--- src/rtl/jtag_shift_engine.sv ---
// JTAG shift initiator: clocks up to MAX_BITS paired TMS/TDI bits out LSB first on a
// divided TCK, captures TDO on each rising TCK edge and returns the word with a one-cycle pulse.
module jtag_shift_engine #(
  parameter int MAX_BITS = 32,
  parameter int LEN_W    = 6,
  parameter int CLK_DIV  = 4
) (
  input  logic                clk,
  input  logic                reset,
  input  logic                cmd_valid,
  output logic                cmd_ready,
  input  logic [LEN_W-1:0]    cmd_len,
  input  logic [MAX_BITS-1:0] cmd_tms,
  input  logic [MAX_BITS-1:0] cmd_tdi,
  input  logic                mote_tdo,
  output logic                shift_tck,
  output logic                shift_tms,
  output logic                shift_tdi,
  output logic                rsp_valid,
  output logic [MAX_BITS-1:0] rsp_tdo,
  output logic                busy
);

  localparam int                 CNT_W    = (CLK_DIV > 1) ? $clog2(CLK_DIV) : 1;
  localparam logic [CNT_W-1:0]   CNT_LOAD = CNT_W'(CLK_DIV - 1);
  localparam logic [LEN_W-1:0]   LEN_MAX  = LEN_W'(MAX_BITS);

  typedef enum logic [1:0] {
    IDLE = 2'd0,
    LOW  = 2'd1,
    HIGH = 2'd2
  } state_t;

  state_t              state_q, state_d;
  logic [CNT_W-1:0]    cnt_q, cnt_d;
  logic [LEN_W-1:0]    idx_q, idx_d;
  logic [LEN_W-1:0]    last_q, last_d;
  logic [MAX_BITS-1:0] tms_lat_q, tms_lat_d;
  logic [MAX_BITS-1:0] tdi_lat_q, tdi_lat_d;
  logic                tck_q, tck_d;
  logic                tms_q, tms_d;
  logic                tdi_q, tdi_d;
  logic                rsp_valid_q, rsp_valid_d;
  logic [MAX_BITS-1:0] rsp_tdo_q, rsp_tdo_d;
  logic                cmd_ready_q, cmd_ready_d;
  logic                busy_q, busy_d;
  logic [LEN_W-1:0]    len_eff;

  function automatic logic [LEN_W-1:0] clamp_len(input logic [LEN_W-1:0] len);
    if (len > LEN_MAX) begin
      return LEN_MAX;
    end
    return len;
  endfunction

  always_comb begin
    state_d     = state_q;
    cnt_d       = cnt_q;
    idx_d       = idx_q;
    last_d      = last_q;
    tms_lat_d   = tms_lat_q;
    tdi_lat_d   = tdi_lat_q;
    tck_d       = tck_q;
    tms_d       = tms_q;
    tdi_d       = tdi_q;
    rsp_valid_d = 1'b0;
    rsp_tdo_d   = rsp_tdo_q;
    len_eff     = clamp_len(cmd_len);

    unique case (state_q)
      IDLE: begin
        if (cmd_valid && cmd_ready_q) begin
          rsp_tdo_d = '0;
          // A zero-length command completes on its accept edge without touching the pins
          if (len_eff == '0) begin
            rsp_valid_d = 1'b1;
          end else begin
            state_d   = LOW;
            cnt_d     = CNT_LOAD;
            idx_d     = '0;
            last_d    = len_eff - LEN_W'(1);
            tms_lat_d = cmd_tms;
            tdi_lat_d = cmd_tdi;
            tms_d     = cmd_tms[0];
            tdi_d     = cmd_tdi[0];
            tck_d     = 1'b0;
          end
        end
      end

      LOW: begin
        if (cnt_q == '0) begin
          tck_d     = 1'b1;
          rsp_tdo_d = rsp_tdo_q | (MAX_BITS'(mote_tdo) << idx_q);
          cnt_d     = CNT_LOAD;
          state_d   = HIGH;
        end else begin
          cnt_d = cnt_q - CNT_W'(1);
        end
      end

      HIGH: begin
        if (cnt_q == '0) begin
          tck_d = 1'b0;
          cnt_d = CNT_LOAD;
          // TMS/TDI advance only together with the falling TCK edge
          if (idx_q != last_q) begin
            idx_d     = idx_q + LEN_W'(1);
            tms_lat_d = tms_lat_q >> 1;
            tdi_lat_d = tdi_lat_q >> 1;
            tms_d     = tms_lat_d[0];
            tdi_d     = tdi_lat_d[0];
            state_d   = LOW;
          end else begin
            rsp_valid_d = 1'b1;
            state_d     = IDLE;
          end
        end else begin
          cnt_d = cnt_q - CNT_W'(1);
        end
      end

      default: begin
        state_d = IDLE;
      end
    endcase

    cmd_ready_d = (state_d == IDLE);
    busy_d      = (state_d != IDLE);
  end

  always_ff @(posedge clk) begin
    if (reset) begin
      state_q     <= IDLE;
      cnt_q       <= '0;
      idx_q       <= '0;
      last_q      <= '0;
      tck_q       <= 1'b0;
      tms_q       <= 1'b1;
      tdi_q       <= 1'b0;
      rsp_valid_q <= 1'b0;
      rsp_tdo_q   <= '0;
      cmd_ready_q <= 1'b1;
      busy_q      <= 1'b0;
    end else begin
      state_q     <= state_d;
      cnt_q       <= cnt_d;
      idx_q       <= idx_d;
      last_q      <= last_d;
      tck_q       <= tck_d;
      tms_q       <= tms_d;
      tdi_q       <= tdi_d;
      rsp_valid_q <= rsp_valid_d;
      rsp_tdo_q   <= rsp_tdo_d;
      cmd_ready_q <= cmd_ready_d;
      busy_q      <= busy_d;
    end
  end

  // Latched command vectors are pure data and are always reloaded on accept
  always_ff @(posedge clk) begin
    tms_lat_q <= tms_lat_d;
    tdi_lat_q <= tdi_lat_d;
  end

  assign cmd_ready = cmd_ready_q;
  assign busy      = busy_q;
  assign shift_tck = tck_q;
  assign shift_tms = tms_q;
  assign shift_tdi = tdi_q;
  assign rsp_valid = rsp_valid_q;
  assign rsp_tdo   = rsp_tdo_q;

endmodule

--- config.mk ---
export PLATFORM = sky130hd
export DESIGN_NAME = jtag_shift_engine
export DESIGN_NICKNAME = d
export VERILOG_FILES = /design/src/rtl/jtag_shift_engine.sv
export SDC_FILE = /design/constraint.sdc
export NUM_CORES = 1
export LEC_CHECK = 0
export BUFFER_PORTS_ARGS = -buffer_cell sky130_fd_sc_hd__buf_2
export CORE_MARGIN = 1.5
export CORE_UTILIZATION = 30
export DETAILED_ROUTE_END_ITERATION = 8
export PLACE_DENSITY = 0.56
export SYNTH_ARGS = -nofsm -noshare
export SYNTH_HDL_FRONTEND = slang
export SYNTH_SLANG_ARGS = --single-unit
--- constraint.sdc ---
create_clock -name clk -period 10.1 [get_ports clk]
set_clock_uncertainty 0.2 [all_clocks]
set_input_delay 0.505 -clock clk [delete_from_list [all_inputs] [get_ports clk]]
set_output_delay 0.505 -clock clk [all_outputs]
set_load 0.1 [all_outputs]
==> flow_summary.json <==
{
  "grt_pass1_vias": 3603,
  "endpoint": "rsp_tdo[0]",
  "path_cells": "inv_1 -> ha_1 -> nand3_1 -> o21ai_0 -> nor3_1 -> a22o_1",
  "avgViaCountPerCell": 4.73,
  "layout_common_cells": "buf_2 (111), mux2_2 (63), edfxtp_1 (62)",
  "area_growth_pct": 26.5,
  "worst_setup_path_end_kind": "flop",
  "htree_levels": 4,
  "cts_hold_buf": 0,
  "antenna_found_initial": 0,
  "max_slew_margin": 0.179,
  "initial_core_util": 0.308,
  "rows": 47,
  "synth_area_um2": 5110,
  "whs_ns": 0.128,
  "r2r_cells": 6,
  "drtAntennaViolNets": 0,
  "crit_family": "compound AO/OA/AOI/OAI gates",
  "drc": 0,
  "syn_nets": 472,
  "dp_hpwl_um": 7810,
  "yosysWarnings": 0,
  "max_freq_mhz": 342,
  "ys_seq_area_frac": 0.576,
  "hold_class": "input port to flop",
  "crit_type": "flop to flop",
  "worst_path_max_delay_cell": "o21ai_0",
  "grt.overflow.total": 0,
  "core_um2": 16600,
  "crit_start": "state_q[0]",
  "insertion_delay_ns": 0.41,
  "grt_max_degree": 70,
  "crit_cells": 6,
  "synthDistinctLibCells": 57,
  "pin_count": 112,
  "rsz0062_at_grt": "no",
  "power_density_nw_per_um2": 291,
  "critical_path_buf_inv_count": 1,
  "period_minus_slack_ns": 2.92,
  "wl_um": 11300,
  "finalHoldViolations": 0,
  "first_iter_violations": 230,
  "fillers": 1607,
  "peakVddDrop_v": 0.000121,
  "p_leak_nw": 2.55,
  "rrSetupSlack_ns": 7.18,
  "first_pass_iters": 4,
  "path_max_fanout": 11,
  "io_buffers": 111,
  "die_height_um": 133,
  "cts_tree": "built",
  "min_period_over_period": 0.289,
  "whs_path_depth": 2,
  "ys_ff_latch": 116,
  "layout_commonest_cell": "buf_2",
  "finalMaxSlewViolations": 0,
  "clock_sinks": 116,
  "track_usage": 0.131,
  "syn_area_per_cell_um2": 13.1,
  "vias": 3470,
  "power_mw": 1.88,
  "maxCapViolCount": 0,
  "async_flop_share": 0,
  "post_cts_buffers": 0,
  "clock_path_buffers": 2,
  "cp.arrival_ns": 3.02,
  "drive_gt1_frac": 0.422,
  "die_area_um2": 17800,
  "status": "finished clean",
  "netlist_instances": 390,
  "worst_slew_pin_slew_ns": 1.22,
  "r2r-start": "state_q[0]",
  "wl_per_cell_um": 15.4,
  "gp_congestion": 0.787,
  "clk_pin_slew_ns": 0.05,
  "max_stage_delay_ns": 0.99,
  "antenna_cells": 0,
  "cts_root_buf": "clkbuf_16",
  "nets": 583,
  "grt_pass1_wl_um": 18200,
  "numCtsBuffers": 17,
  "finalSetupTns_ns": 0,
  "cts_resized": 0,
  "regToRegEndpoint": "rsp_tdo[0]",
  "critPathLaunchType": "flop",
  "setup_violations": 0,
  "critPathRequiredTime_ns": 10.20,
  "synth_ff_type": "edfxtp_1",
  "synth_edf_count": 62,
  "die_width_um": 133
}
==> cells by family after synthesis <==
| kind of cell | count (synthesis) | share of synthesized area |
|---|---|---|
| AOI/OAI and AO/OA | 72 | 0.108 |
| and+or+nand+nor | 86 | 0.105 |
| xor gates and xnor gates | 8 | 0.0137 |
| buffers and inverters | 29 | 0.0235 |
| adders and majority gates | 8 | 0.0196 |
| muxes | 71 | 0.155 |
| DFF | 116 | 0.576 |
==> report_power, final <==
part	internal (mW)	leakage, nW	switching, mW
logic	0.172	1.24	0.339
registers	0.716	1.03	0.0559
clock network	0.384	0.276	0.213
total	1.27	2.55	0.608
==> area by class of cell <==
class | count | area, µm² | share of cell area
sequential | 116 | 2940 | 0.455
multi-input combinational | 245 | 2060 | 0.318
tap | 220 | 275 | 0.0426
clock buffer | 17 | 425 | 0.0658
inverter | 8 | 30.0 | 0.00465
timing repair buffer | 113 | 571 | 0.0883
clock inverter | 15 | 164 | 0.0254
==> sequential cells by signal (all words and copies together) (netlist names), 2 cells and up <==
name       count
idx_q          6
tdi_lat_q     31
state_q        2
last_q         6
cnt_q          2
tms_lat_q     31
rsp_tdo       32
==> worst register-to-register path, stage by stage, from the launching register on <==
cell and delay, ns:
dfxtp_1 0.35, inv_1 0.10, ha_1 0.32, nand3_1 0.22
o21ai_0 0.99, nor3_1 0.33, a22o_1 0.30
==> worst min-delay path by stage <==
stage	start	endpoint	slack, ns
floorplan	last_q[4]	last_q[4]	0.26
global placement	shift_tdi	shift_tdi	0.25
detailed placement	shift_tdi	shift_tdi	0.25
CTS	cmd_len[0]	last_q[0]	0.11
global route	cmd_len[0]	last_q[0]	0.12
finish	cmd_len[0]	last_q[0]	0.13
==> per-stage QoR <==
stage | instances | area, µm² | utilization | setup WS, ns
after CTS | 734 | 6460 | 0.390 | 7.15
after detailed placement | 702 | 5870 | 0.354 | 7.16
final | 734 | 6460 | 0.390 | 7.18
after floorplan | 390 | 5110 | - | 6.14
after global placement | 702 | 5870 | 0.354 | 7.27
after global routing | 734 | 6460 | 0.390 | 6.88
==> routing by layer <==
metal	vias up	wire, µm	track usage
li1	1707	-	-
met1	1672	5140	0.165
met2	79	5430	0.207
met3	12	551	0.0422
met4	0	147	0.0531
met5	-	0	0
==> cells in the mapped netlist (2+ instances only) <==
cell type  instances  area [µm²]
mux2i_1            8        80.1
and2_1             2        12.5
nand3_1           11        55.1
nor3_1             5        25.0
a211oi_1           6        45.0
a311oi_1           3        26.3
and3_1             7        43.8
o211ai_1           2        15.0
mux2_2            63         709
nor2b_1            7        43.8
nor2_1            21        78.8
ha_1               8         100
buf_1              5        18.8
nor3b_1            4        30.0
o21a_1             4        30.0
dfxtp_1           54        1080
o21ai_0            3        15.0
clkbuf_1          12        45.0
nand3b_1           6        45.0
inv_1              7        26.3
buf_2              3        15.0
a21oi_1           15        75.1
nor4b_4            2        47.6
o22ai_1            2        12.5
edfxtp_1          62        1860
a22o_1            24         210
nand2_1            8        30.0
xnor2_1            4        35.0
xor2_1             4        35.0
(Power assumes the default switching activity.)
